$ cat config.mk
export PLATFORM = sky130hd
export DESIGN_NAME = riscv_lsu
export DESIGN_NICKNAME = d
export VERILOG_FILES = /design/src/rtl/riscv_lsu_pkg.sv /design/src/rtl/riscv_lsu_align.sv /design/src/rtl/riscv_lsu.sv
export SDC_FILE = /design/constraint.sdc
export NUM_CORES = 1
export LEC_CHECK = 0
export BUFFER_PORTS_ARGS = -buffer_cell sky130_fd_sc_hd__buf_2
export CORE_MARGIN = 2
export CORE_UTILIZATION = 40
export DETAILED_ROUTE_END_ITERATION = 7
export HOLD_SLACK_MARGIN = 0.05
export PLACE_DENSITY = 0.68
export SLEW_MARGIN = 25
export SYNTH_ARGS = -nofsm -noshare
export SYNTH_HDL_FRONTEND = slang
export SYNTH_SLANG_ARGS = --single-unit
$ cat constraint.sdc
create_clock -name clk -period 4.3 [get_ports clk]
set_clock_uncertainty 0.1 [all_clocks]
set_input_delay 0.43 -clock clk [delete_from_list [all_inputs] [get_ports clk]]
set_output_delay 0.43 -clock clk [all_outputs]
set_load 0.02 [all_outputs]
$ cat src/rtl/riscv_lsu_pkg.sv
// riscv_lsu_pkg: shared definitions for the load/store unit.
//   - RV32I load/store funct3 encodings
//   - completion error codes
//   - LSU control state encoding
//   - default timeout budget
package riscv_lsu_pkg;

    // Load funct3 encodings
    localparam logic [2:0] F3_LB  = 3'b000;
    localparam logic [2:0] F3_LH  = 3'b001;
    localparam logic [2:0] F3_LW  = 3'b010;
    localparam logic [2:0] F3_LBU = 3'b100;
    localparam logic [2:0] F3_LHU = 3'b101;

    // Store funct3 encodings
    localparam logic [2:0] F3_SB  = 3'b000;
    localparam logic [2:0] F3_SH  = 3'b001;
    localparam logic [2:0] F3_SW  = 3'b010;

    // Completion error codes
    localparam logic [1:0] ERR_NONE     = 2'b00;
    localparam logic [1:0] ERR_MISALIGN = 2'b01;
    localparam logic [1:0] ERR_TIMEOUT  = 2'b10;
    localparam logic [1:0] ERR_ILLEGAL  = 2'b11;

    // Cycles allowed in REQ+WAIT before the op is abandoned
    localparam int unsigned TIMEOUT_DEFAULT = 16;

    typedef enum logic [1:0] {
        StIdle = 2'b00,
        StReq  = 2'b01,
        StWait = 2'b10,
        StResp = 2'b11
    } lsu_state_e;

endpackage

$ cat src/rtl/riscv_lsu_align.sv
// lsu_align: combinational lane steering for the load/store unit.
//   we         in   1 = store, 0 = load
//   funct3     in   RV32I load/store funct3
//   off        in   byte offset (addr[1:0])
//   wdata      in   raw store data (rs2)
//   rdata      in   raw memory read word
//   be         out  byte enables (1111 for loads)
//   wdata_rep  out  store data replicated across all lanes
//   rdata_ext  out  load data shifted down and sign/zero extended
//   misaligned out  access not naturally aligned for its size
//   illegal    out  funct3 is not a valid load/store encoding
module lsu_align
    import riscv_lsu_pkg::*;
(
    input  logic        we,
    input  logic [2:0]  funct3,
    input  logic [1:0]  off,
    input  logic [31:0] wdata,
    input  logic [31:0] rdata,
    output logic [3:0]  be,
    output logic [31:0] wdata_rep,
    output logic [31:0] rdata_ext,
    output logic        misaligned,
    output logic        illegal
);

    logic [31:0] shifted;

    // Stores only use 000..010; loads additionally allow the unsigned 100/101.
    always_comb begin
        if (we) begin
            illegal = funct3[2] | (funct3[1:0] == 2'b11);
        end else begin
            illegal = (funct3 == 3'b011) | (funct3[2:1] == 2'b11);
        end
    end

    // funct3[1:0] is the access size for every legal encoding.
    always_comb begin
        misaligned = 1'b0;
        if (!illegal) begin
            unique case (funct3[1:0])
                2'b01:   misaligned = off[0];
                2'b10:   misaligned = (off != 2'b00);
                default: misaligned = 1'b0;
            endcase
        end
    end

    always_comb begin
        be        = 4'b1111;
        wdata_rep = wdata;
        if (we) begin
            unique case (funct3[1:0])
                2'b00: begin
                    be        = 4'b0001 << off;
                    wdata_rep = {4{wdata[7:0]}};
                end
                2'b01: begin
                    be        = 4'b0011 << off;
                    wdata_rep = {2{wdata[15:0]}};
                end
                default: begin
                    be        = 4'b1111;
                    wdata_rep = wdata;
                end
            endcase
        end
    end

    assign shifted = rdata >> {off, 3'b000};

    always_comb begin
        rdata_ext = shifted;
        unique case (funct3)
            F3_LB:   rdata_ext = {{24{shifted[7]}}, shifted[7:0]};
            F3_LH:   rdata_ext = {{16{shifted[15]}}, shifted[15:0]};
            F3_LBU:  rdata_ext = {24'h000000, shifted[7:0]};
            F3_LHU:  rdata_ext = {16'h0000, shifted[15:0]};
            default: rdata_ext = shifted;
        endcase
    end

endmodule

$ cat src/rtl/riscv_lsu.sv
// riscv_lsu: load/store unit between the execute stage and a handshaked data memory.
//   clk, reset            clock; asynchronous active-high reset
//   req_valid/req_ready   op handshake from execute (ready only while idle)
//   req_we/funct3/addr    op type, size and effective byte address
//   req_wdata, req_rd     store data; load destination register
//   mem_req/we/addr/...   memory request, held stable until mem_gnt
//   mem_gnt               memory accepted the request
//   mem_rvalid/mem_rdata  load data return
//   rsp_valid             one-cycle completion pulse
//   rsp_rdata/rd          extended load data and destination (0 for stores)
//   rsp_err/err_code      error flag and cause
module riscv_lsu
    import riscv_lsu_pkg::*;
#(
    parameter int unsigned ADDR_W  = 32,
    parameter int unsigned TIMEOUT = TIMEOUT_DEFAULT,
    parameter int unsigned CNT_W   = 5
) (
    input  logic              clk,
    input  logic              reset,
    input  logic              req_valid,
    output logic              req_ready,
    input  logic              req_we,
    input  logic [2:0]        req_funct3,
    input  logic [ADDR_W-1:0] req_addr,
    input  logic [31:0]       req_wdata,
    input  logic [4:0]        req_rd,
    output logic              mem_req,
    output logic              mem_we,
    output logic [ADDR_W-1:0] mem_addr,
    output logic [31:0]       mem_wdata,
    output logic [3:0]        mem_be,
    input  logic              mem_gnt,
    input  logic              mem_rvalid,
    input  logic [31:0]       mem_rdata,
    output logic              rsp_valid,
    output logic [31:0]       rsp_rdata,
    output logic [4:0]        rsp_rd,
    output logic              rsp_err,
    output logic [1:0]        rsp_err_code
);

    lsu_state_e state_q, state_d;

    logic [ADDR_W-1:0] addr_q;
    logic [31:0]       wdata_q;
    logic [2:0]        funct3_q;
    logic              we_q;
    logic [4:0]        rd_q;
    logic [CNT_W-1:0]  cnt_q;
    logic [31:0]       rdata_q;
    logic [1:0]        err_code_q;

    // Shared alignment unit: while idle it checks the incoming op, afterwards
    // it steers the captured op so the memory-side outputs stay stable.
    logic        al_we;
    logic [2:0]  al_funct3;
    logic [1:0]  al_off;
    logic [3:0]  al_be;
    logic [31:0] al_wdata_rep;
    logic [31:0] al_rdata_ext;
    logic        al_misaligned;
    logic        al_illegal;

    logic       idle;
    logic       accept;
    logic       in_flight;
    logic       timeout_hit;
    logic       complete;
    logic       load_done;
    logic       timeout_err;
    logic [1:0] accept_err;

    assign idle      = (state_q == StIdle);
    assign al_we     = idle ? req_we : we_q;
    assign al_funct3 = idle ? req_funct3 : funct3_q;
    assign al_off    = idle ? req_addr[1:0] : addr_q[1:0];

    lsu_align u_align (
        .we         (al_we),
        .funct3     (al_funct3),
        .off        (al_off),
        .wdata      (wdata_q),
        .rdata      (mem_rdata),
        .be         (al_be),
        .wdata_rep  (al_wdata_rep),
        .rdata_ext  (al_rdata_ext),
        .misaligned (al_misaligned),
        .illegal    (al_illegal)
    );

    assign accept    = idle && req_valid;
    assign in_flight = (state_q == StReq) || (state_q == StWait);

    // Counter is cleared at accept, so it reads k-1 in the k-th REQ/WAIT cycle;
    // this gives exactly TIMEOUT cycles of REQ+WAIT before giving up.
    assign timeout_hit = (cnt_q == CNT_W'(TIMEOUT - 1));

    // A load may get data in the grant cycle; rvalid is meaningless before gnt.
    assign load_done = !we_q && mem_rvalid &&
                       (((state_q == StReq) && mem_gnt) || (state_q == StWait));
    assign complete  = ((state_q == StReq) && mem_gnt && we_q) || load_done;
    assign timeout_err = in_flight && !complete && timeout_hit;

    always_comb begin
        if (al_illegal) begin
            accept_err = ERR_ILLEGAL;
        end else if (al_misaligned) begin
            accept_err = ERR_MISALIGN;
        end else begin
            accept_err = ERR_NONE;
        end
    end

    // State register
    always_ff @(posedge clk or posedge reset) begin
        if (reset) begin
            state_q <= StIdle;
        end else begin
            state_q <= state_d;
        end
    end

    // Next-state logic
    always_comb begin
        state_d = state_q;
        unique case (state_q)
            StIdle: begin
                if (req_valid) begin
                    state_d = (accept_err != ERR_NONE) ? StResp : StReq;
                end
            end
            StReq: begin
                if (complete || timeout_err) begin
                    state_d = StResp;
                end else if (mem_gnt) begin
                    state_d = StWait;
                end
            end
            StWait: begin
                if (complete || timeout_err) begin
                    state_d = StResp;
                end
            end
            StResp:  state_d = StIdle;
            default: state_d = StIdle;
        endcase
    end

    // Captured request, timeout counter and response payload
    always_ff @(posedge clk or posedge reset) begin
        if (reset) begin
            addr_q     <= '0;
            wdata_q    <= '0;
            funct3_q   <= '0;
            we_q       <= 1'b0;
            rd_q       <= '0;
            cnt_q      <= '0;
            rdata_q    <= '0;
            err_code_q <= ERR_NONE;
        end else begin
            if (accept) begin
                addr_q     <= req_addr;
                wdata_q    <= req_wdata;
                funct3_q   <= req_funct3;
                we_q       <= req_we;
                rd_q       <= req_rd;
                cnt_q      <= '0;
                rdata_q    <= '0;
                err_code_q <= accept_err;
            end
            if (in_flight) begin
                cnt_q <= cnt_q + CNT_W'(1);
            end
            if (load_done) begin
                rdata_q <= al_rdata_ext;
            end
            if (timeout_err) begin
                err_code_q <= ERR_TIMEOUT;
            end
        end
    end

    // Outputs are gated by state so everything idles at zero
    always_comb begin
        req_ready    = idle;
        mem_req      = 1'b0;
        mem_we       = 1'b0;
        mem_addr     = '0;
        mem_wdata    = '0;
        mem_be       = 4'b0000;
        rsp_valid    = 1'b0;
        rsp_rdata    = '0;
        rsp_rd       = '0;
        rsp_err      = 1'b0;
        rsp_err_code = ERR_NONE;
        if (state_q == StReq) begin
            mem_req   = 1'b1;
            mem_we    = we_q;
            mem_addr  = {addr_q[ADDR_W-1:2], 2'b00};
            mem_wdata = al_wdata_rep;
            mem_be    = al_be;
        end
        if (state_q == StResp) begin
            rsp_valid    = 1'b1;
            rsp_rdata    = rdata_q;
            rsp_rd       = we_q ? 5'd0 : rd_q;
            rsp_err      = (err_code_q != ERR_NONE);
            rsp_err_code = err_code_q;
        end
    end

endmodule

---- Yosys cells after proc, flatten, opt, wreduce, memory -nomap -nowiden ----
Index checks and enable logic that the tools add are counted.
storage, ports and cells
  register bits after elaboration ......... 114
  logic and storage cells ................. 89
operators by class
  add/sub/neg operators ................... 1
  muxes and demuxes ....................... 36
  bitwise logic cells ..................... 2
  equality and inequality tests ........... 15
  shift operators ......................... 3
  reduce and logical (&&, ||, !) cells .... 23
operator list
  cell                                             number
  2-to-1 mux 32 bit                                6
  one-hot mux 32 bit (4 select lines)              1
  one-hot mux 32 bit (2 select lines)              1
  right shift 32 x 5 -> 32 bit                     1
  2-to-1 mux 2 bit                                 10
  2-to-1 mux 5 bit                                 4
  nonzero test 2 bit                               6
  == test 2 bit, second input constant             5
  2-to-1 mux 1 bit                                 8
  2-to-1 mux 4 bit                                 2
  one-hot mux 2 bit (4 select lines)               1
  one-hot mux 4 bit (2 select lines)               1
  logical AND 1 bit                                7
  == test 3 bit, second input constant             2
  adder 5 x 1 -> 5 bit, second input constant      1
  == test 5 x 4 -> 1 bit, second input constant    1
  == test 2 x 1 -> 1 bit, second input constant    2
  zero test 2 bit                                  2
  logical OR 1 bit                                 4
  left shift 1 x 2 -> 4 bit, first input constant  1
  left shift 2 x 2 -> 4 bit, first input constant  1
  == test 3 x 1 -> 1 bit, second input constant    1
  == test 3 x 2 -> 1 bit, second input constant    1
  zero test 3 bit                                  1
  other kinds (8)                                  10

---- Depth between registers and ports, before layout ----
Gate-level depths: netlist (run 1).
  depth after elaboration ................. 12
  mapped depth ............................ 12
  depth with buffers taken out ............ 9

---- Cells and area by module ----
From an unflattened synthesis (run 1), not the netlist that was laid out.
second synthesis, totals
  cell total of the unflattened synthesis .. 840
  area, all modules ....................... 6722.7 µm²
modules (own cells, without submodules)
  module     cells an instance  times used  area an instance (µm²)  sequential area each (µm²)
  riscv_lsu  640                1           5391.4                  2852.7
  lsu_align  200                1           1331.3                  0.0

---- Least setup slack after synthesis (run 1) ----
Ideal clock, no wire load.
  path type ............................... register to output
  start point ............................. register state_q[0]
  end point ............................... output port mem_wdata[10]
  stages on the path, launching flop included .. 12
  slack ................................... 897 ps
  data arrival time ....................... 2873 ps
  data required time ...................... 3770 ps
  path through ............................ dfrtp_1 -> inv_1 -> ha_1 -> buf_6 -> mux2i_1 -> clkbuf_1 -> clkbuf_1 -> ha_1 -> clkbuf_1 -> a22oi_1 -> a21oi_1 -> o21a_1
on the way
  word-level cells in the longest chain between the ends .. 6
RTL lines
  item                                                       line                   source
  start: declaration                                         riscv_lsu.sv:43        lsu_state_e state_q, state_d;
  start signal: assignment                                   riscv_lsu.sv:118       state_q <= StIdle;
  start signal: assignment                                   riscv_lsu.sv:120       state_q <= state_d;
  zero test 2 bit (*)                                        riscv_lsu.sv:74        assign idle = (state_q == StIdle);
  net req_ready                                              riscv_lsu.sv:22        output logic req_ready,
  2-to-1 mux 3 bit                                           riscv_lsu.sv:76        assign al_funct3 = idle ? req_funct3 : funct3_q;
  == test 2 x 1 -> 1 bit or zero test 2 bit (tied branches)  riscv_lsu_align.sv:54  unique case (funct3[1:0])
  one-hot mux 32 bit (2 select lines)                        riscv_lsu_align.sv:54
  2-to-1 mux 32 bit (*)                                      riscv_lsu_align.sv:53  if (we) begin
  2-to-1 mux 32 bit (*)                                      riscv_lsu.sv:197       if (state_q == StReq) begin
  end: declaration                                           riscv_lsu.sv:31        output logic [31:0] mem_wdata,
The timed path passes the listed nets; every way through them passes the cells marked *.

---- Worst setup path after layout (run 1) ----
  start point ............................. register state_q[0]
  end point ............................... output port mem_wdata[18]
on the way
  word-level cells in the longest chain between the ends .. 6
RTL lines
  item                                                       line
  zero test 2 bit                                            riscv_lsu.sv:74
  2-to-1 mux 3 bit                                           riscv_lsu.sv:76
  == test 2 x 1 -> 1 bit or zero test 2 bit (tied branches)  riscv_lsu_align.sv:54
  one-hot mux 32 bit (2 select lines)                        riscv_lsu_align.sv:54
  2-to-1 mux 32 bit                                          riscv_lsu_align.sv:53
  2-to-1 mux 32 bit (*)                                      riscv_lsu.sv:197
Mark *: on every way between the ends. The rest lies on a longest branch, timed or not.

==> results.tsv, run 1 <==
stage	metric	value	unit
cells_and_area	fill_cells	1481	
cells_and_area	drive_gt1_share	40.0	%
worst_setup_path	path_max_fanout	13	
floorplan	core-area	15700	um^2
synth	synth-async-reset-ratio	100	%
drt	dr.pass1.iters	5	
drt	wl_per_cell	15.9	um
synth	syn_area	6360	um^2
synth	netlist_top_cells_count	114 x dfrtp_1, 79 x and2_1, 78 x nand2_1, 77 x mux2_2, 65 x a21oi_1	
floorplan	io-pin-count	222	
synth	yosys.area.top_type_share	44.9	%
timing	worst_slew_pin_slew	0.854	ns
clock_network	htreeDepth	4	
floorplan	die_w	130	um
drt	routed_wl	17200	um
cells_and_area	final_cells	1077	
worst_setup_path	start_kind	flop	
synth	yosys_warnings	0	
worst_setup_path	worstSetupPathType	reg -> out	
cells_and_area	fin_util	52.2	%
global_route	grtUsageTotal	20.5	%
power	power_density	812	nW/um^2
timing	tns	0	ns
power	p_leak	4.13	nW
clock_network	post_cts_buffers	0	
floorplan	die_area	16900	um^2
drt	vias	5477	
timing	fmax	0.267	GHz
worst_setup_path	cp_top_family	adder cells	
clock_network	clock_sinks	114	
synth	synthFlopType	dfrtp_1	
synth	ys_seq_area_share	44.9	%
cells_and_area	syn_to_final_growth	29.1	%
clock_network	tritoncts	done	
synth	ys_ff_latch	114	
worst_setup_path	critPathArrivalTime	3.21	ns
drt	remaining_drc_errors	0	
worst_hold_path	min_path_type	in -> reg	
clock_network	numCtsBuffers	17	
global_route	antenna_found_initial	1	
global_route	grt_max_degree	68	
clock_network	clk_transition_reported_paths	0.05	ns
global_route	grt_pass1_wl	26800	um
synth	synth_edf_count	0	
drt	routed_via_density	5.09	
floorplan	fp.dieH	130	um
clock_network	cts_buffer_depth	2	
worst_setup_path	worst-path-buf-inv	3	
placement	io_buffers	219	
timing	rsz0062_at_grt	no	
flow_run	drv_cap	0	
timing	slew_violations	0	
synth	syn_area_per_cell	9.78	um^2
floorplan	std_cell_rows	46	
outcome	outcome	finished, final reports clean	
global_route	grt-ovfl-total	0	
placement	post-dp-hpwl	12100	um
placement	dp.cells	1046	
drt	ant_nets	0	
worst_setup_path	critPathSlowestCell	ha_1	
synth	ys_top_cells_by_area	dfrtp_1 45%, mux2_2 14%, and2_1 7.8%	
worst_setup_path	worstReg2RegStart	state_q[0]	
worst_setup_path	critPathLaunch	state_q[0]	
drt	drt_iter0_drc	395	
worst_hold_path	hp-start	req_addr[29]	
synth	yosysTopAreaCell	dfrtp_1	
placement	gp_congestion	0.829	
power	peakVddDrop	0.414	mV
timing	hold_viol_final	0	
global_route	first_global_vias	5098	
worst_setup_path	worst_ep_required_time	3.77	ns
synth	postSynthCellCount	650	
floorplan	initial_core_util	40.5	%
timing	post-route-period-util	87.0	%
timing	min_period	3.74	ns
worst_setup_path	endpoint_kind	output pin	
timing	finalSetupViolCount	0	
timing	max_slew_margin	43.0	%
cells_and_area	nNetsFinal	970	
worst_setup_path	cpPeakStageDelay	0.55	ns
worst_setup_path	cp_cell_sequence	inv_1, ha_1, mux2_2, inv_1, ha_1, or2_2, nand3_1, a21oi_1, buf_2	
synth	yosysMostFrequentCell	dfrtp_1	
synth	synth_cell_types	48	
clock_network	clock_latency	0.41	ns
clock_network	root_buffer	clkbuf_16	
==> layer usage <==
layer	part of all wire (%)	global-route usage, %	vias up	routed length [um]
met3	8.3	7.46	15	1420
li1	-	-	2653	-
met4	1.0	5.19	0	173
met5	0	0	-	0
met1	45	28.2	2619	7650
met2	46	30.8	190	7910
==> cells in the final DEF (no fill, tap or decap), types with 3 or more instances in the layout <==
cell and count:
nand2_1 77, and2b_1 3, dfrtp_1 114, and2_1 79
clkbuf_8 6, a21oi_1 65, clkbuf_16 17, nand3_1 49
buf_2 219, a31oi_1 3, nor2_1 7, buf_4 8
nand2b_1 4, o21ai_0 21, mux2_2 77, mux2i_1 14
nor2b_1 6, a22oi_1 8, o2bb2ai_1 7, o21a_1 16
inv_1 8, ha_1 9
==> power by group <==
group	total [mW]	internal [mW]	switching [mW]
sequential	1.92	1.59	0.329
clock	1.40	0.934	0.468
combinational	3.34	1.37	1.97
total	6.66	3.90	2.77
==> registers in the layout (all words and copies together), names as in the netlist <==
name,flops
addr_q,32
cnt_q,5
err_code_q,2
funct3_q,3
rd_q,5
rdata_q,32
state_q,2
wdata_q,32
we_q,1
==> cell type report <==
class,count,area (um^2),area share [%]
inverters,9,36.3,0.442
well taps,216,270,3.29
repair buffers,229,1190,14.5
flip-flops and latches,114,2850,34.8
diodes,1,2.50,0.0305
clock inverters,4,72.6,0.884
multi-input cells,479,3270,39.9
clock buffers,25,515,6.28
==> repair_timing <==
action	4_1_cts	5_1_grt
hold buffers	1	0
resized for setup	0	0
hold endpoints to repair	41	0
==> logic make-up after synthesis <==
group / after synthesis / synth area share, %
xor gates and xnor gates: 2 / 0.276
and+or+nand+nor: 234 / 18.8
other: 1 / 0.0590
AOI/OAI and AO/OA: 137 / 13.2
DFF: 114 / 44.9
adders and majority gates: 10 / 1.97
buffers and inverters: 58 / 3.96
muxes: 94 / 16.8
==> worst register-to-register path: cells and delay by family, from the launching register on <==
family	cells	cell delay, ns
mux	3	0.96
compound gates	2	0.79
fa+ha+maj	1	0.55
buf+inv	2	0.47
flops	1	0.40
==> path summary, 6_finish.rpt <==
path,depth (start not counted),endpoint,slack [ns]
min reg2reg,1,err_code_q[1],0.38
min in group asynchronous,3,wdata_q[30],0.52
max in group asynchronous,4,rdata_q[11],2.68
max reg2reg,8,rdata_q[12],0.88
min,2,addr_q[29],0.15
max,9,mem_wdata[18],0.56
==> through the flow <==
step	hold WS (ns)	setup WS (ns)	cell area [um^2]	power (mW)
after floorplan	0.350	0.754	6360	4.39
after global placement	0.366	1.03	7600	5.22
after detailed placement	0.370	0.908	7600	5.28
after CTS	0.131	0.556	8200	6.71
after global routing	0.137	0.222	8200	7.15
final	0.148	0.559	8210	6.66
(Power assumes the default switching activity.)
==> inputs of run 2 (changes only) <==
--- a/config.mk
+++ b/config.mk
@@ -9,8 +9,9 @@
 export CORE_MARGIN = 2
 export CORE_UTILIZATION = 40
 export DETAILED_ROUTE_END_ITERATION = 7
+export GPL_TIMING_DRIVEN = 0
 export HOLD_SLACK_MARGIN = 0.05
-export PLACE_DENSITY = 0.68
+export PLACE_DENSITY = 0.66
 export SLEW_MARGIN = 25
 export SYNTH_ARGS = -nofsm -noshare
 export SYNTH_HDL_FRONTEND = slang
==> constraint.sdc (replaced) <==
create_clock -name clk -period 4.3 [get_ports clk]
set_clock_uncertainty 0.1 [all_clocks]
set_input_delay 0 -clock clk [delete_from_list [all_inputs] [get_ports clk]]
set_output_delay 0 -clock clk [all_outputs]
set_load 0.02 [all_outputs]
==> results.tsv, run 2 (synthesis gave the netlist of run 1 again) <==
stage	metric	value	unit	change
cells_and_area	syn_to_final_growth	50.6	%	was 29.1%
clock_network	clock_latency	0.41	ns	about the same
floorplan	initial_core_util	40.5	%	unchanged
drt	remaining_drc_errors	0		unchanged
clock_network	cts_buffer_depth	2		unchanged
worst_setup_path	worst-path-buf-inv	6		was 3
placement	post-dp-hpwl	14000	um	was 12100 um
cells_and_area	mostFrequentLayoutCell	buf_2		unchanged
global_route	grt-ovfl-total	0		unchanged
timing	fmax	0.258	GHz	was 0.267 GHz
power	power_density	740	nW/um^2	was 812 nW/um^2
cells_and_area	multi_input_comb_area	3260	um^2	was 3270 um^2
global_route	first_global_vias	6340		was 5098
power	p_total	7.08	mW	was 6.66 mW
drt	vias	6319		was 5477
timing	finalHoldWorstSlack	0.0828	ns	was 0.148 ns
cells_and_area	fin_util	60.9	%	was 52.2%
worst_hold_path	min_path_type	in -> reg		unchanged
cells_and_area	seqCellArea	2850	um^2	unchanged
global_route	antenna_found_initial	0		was 1
clock_network	clock_sinks	114		unchanged
worst_setup_path	critPathArrivalTime	3.78	ns	was 3.21 ns
outcome	outcome	finished, final reports clean		unchanged
drt	drt_iter0_drc	327		was 395
drt	ant_nets	0		unchanged
cells_and_area	nNetsFinal	1132		was 970
floorplan	std_cell_rows	46		unchanged
drt	routed_wl	20600	um	was 17200 um
timing	min_period	3.88	ns	was 3.74 ns
global_route	grt_pass1_wl	32200	um	was 26800 um
cells_and_area	layout_common_cells	228 x buf_2, 122 x dlygate4sd3_1, 114 x dfrtp_1, 79 x and2_1, 78 x nand2_1		was 219 x buf_2, 114 x dfrtp_1, 79 x and2_1, 77 x mux2_2, 77 x nand2_1
worst_setup_path	cpPeakStageDelay	0.40	ns	was 0.55 ns
timing	slew_violations	0		unchanged
cells_and_area	fill_cells	1316		was 1481
cells_and_area	antennaDiodeCount	0		was 1
flow_run	drv_cap	0		unchanged
worst_setup_path	cp_cell_sequence	inv_1, ha_1, buf_6, mux2i_1, clkbuf_1, clkbuf_2, ha_1, clkbuf_1, a22oi_1, a21oi_1, o21a_1, buf_2		was inv_1, ha_1, mux2_2, inv_1, ha_1, or2_2, nand3_1, a21oi_1, buf_2
clock_network	post_cts_buffers	0		unchanged
clock_network	htreeDepth	4		unchanged
global_route	grt_max_degree	62		was 68
placement	io_buffers	219		unchanged
timing	worst_slew_pin_slew	0.888	ns	was 0.854 ns
worst_setup_path	endpoint_kind	output pin		unchanged
global_route	grtUsageTotal	24.8	%	was 20.5%
clock_network	numCtsBuffers	17		unchanged
worst_setup_path	worst_ep_required_time	4.20	ns	was 3.77 ns
timing	rsz0062_at_grt	no		unchanged
placement	gp_congestion	0.845		was 0.829
worst_setup_path	cp_top_family	buffers and inverters		was adder cells
worst_setup_path	start_kind	flop		unchanged
floorplan	io-pin-count	222		unchanged
clock_network	clk_transition_reported_paths	0.05	ns	about the same
timing	max_slew_margin	40.7	%	was 43.0%
clock_network	tritoncts	done		unchanged
floorplan	die_w	130	um	unchanged
power	p_leak	4.66	nW	was 4.13 nW
cells_and_area	largestRegisters	addr_q (32), rdata_q (32), wdata_q (32)		unchanged
timing	post-route-period-util	90.1	%	was 87.0%
floorplan	fp.dieH	130	um	unchanged
timing	finalSetupViolCount	0		unchanged
worst_setup_path	critPathSlowestCell	dfrtp_1		was ha_1
power	peakVddDrop	0.443	mV	was 0.414 mV
floorplan	core-area	15700	um^2	unchanged
worst_setup_path	worstSetupPathType	reg -> out		unchanged
drt	routed_via_density	5.09		about the same
worst_setup_path	path_max_fanout	11		was 13
drt	dr.pass1.iters	5		unchanged
drt	wl_per_cell	16.6	um	was 15.9 um
cells_and_area	drive_gt1_share	34.3	%	was 40.0%
clock_network	root_buffer	clkbuf_16		unchanged
floorplan	die_area	16900	um^2	unchanged
timing	hold_viol_final	0		unchanged
-- run 2: per-stage QoR --
step | instance area, um^2 | setup WS, ns | std cells | TNS (ns)
finish | 9570 | 0.424 | 1241 | 0
global route | 9570 | 0.0112 | 1241 | 0
CTS | 9570 | 0.263 | 1241 | 0
detailed placement | 7760 | 0.689 | 1087 | 0
global placement | 7730 | -0.332 | 1086 | -36.81
floorplan | 6360 | 1.18 | 651 | 0
-- run 2: layer usage --
| metal | GRT usage (%) | vias up | share of wire, % |
|---|---|---|---|
| met3 | 6.85 | 38 | 6.3 |
| met2 | 42.1 | 245 | 49 |
| met5 | 0 | - | 0 |
| met1 | 30.4 | 3048 | 42 |
| met4 | 8.48 | 0 | 2.2 |
| li1 | - | 2988 | - |
-- run 2: what timing repair did --
action                                  CTS  global route
hold buffers                            122             0
resized for setup                         0             2
endpoints found under the setup margin    0            16
hold endpoints to repair                221             0
-- run 2: tightest hold or removal path, delay by kind of cell --
kind / cells / cell delay [ns]
simple gates: 2 / 0.15
buf+inv: 1 / 0.12
mux: 2 / 0.29
-- run 2: power breakdown --
group / switching (mW) / internal, mW / leakage, nW
clock network: 0.515 / 0.883 / 0.282
registers: 0.332 / 1.59 / 1.39
logic: 2.15 / 1.60 / 2.99
total: 3.00 / 4.08 / 4.66
-- run 2: layout make-up --
cell class | instances | area share (%)
Tap cell | 216 | 2.82
Inverter | 9 | 0.431
Clock buffer | 20 | 4.77
Buffer | 49 | 2.29
Sequential cell | 114 | 29.8
Clock inverter | 12 | 1.39
Multi-Input combinational cell | 479 | 34.0
Timing Repair Buffer | 342 | 24.5
-- run 2: path summary, 6_finish.rpt --
path | from | end | slack, ns | cells past startpoint
worst max-delay path | state_q[0] | mem_wdata[9] | 0.42 | 12
worst min-delay path | mem_rdata[7] | rdata_q[7] | 0.08 | 5
worst max register to register | state_q[0] | err_code_q[0] | 0.54 | 11
worst min register to register | err_code_q[1] | err_code_q[1] | 0.39 | 1
max in group asynchronous | reset | rdata_q[16] | 2.77 | 5
min in group asynchronous | reset | wdata_q[21] | 0.68 | 4
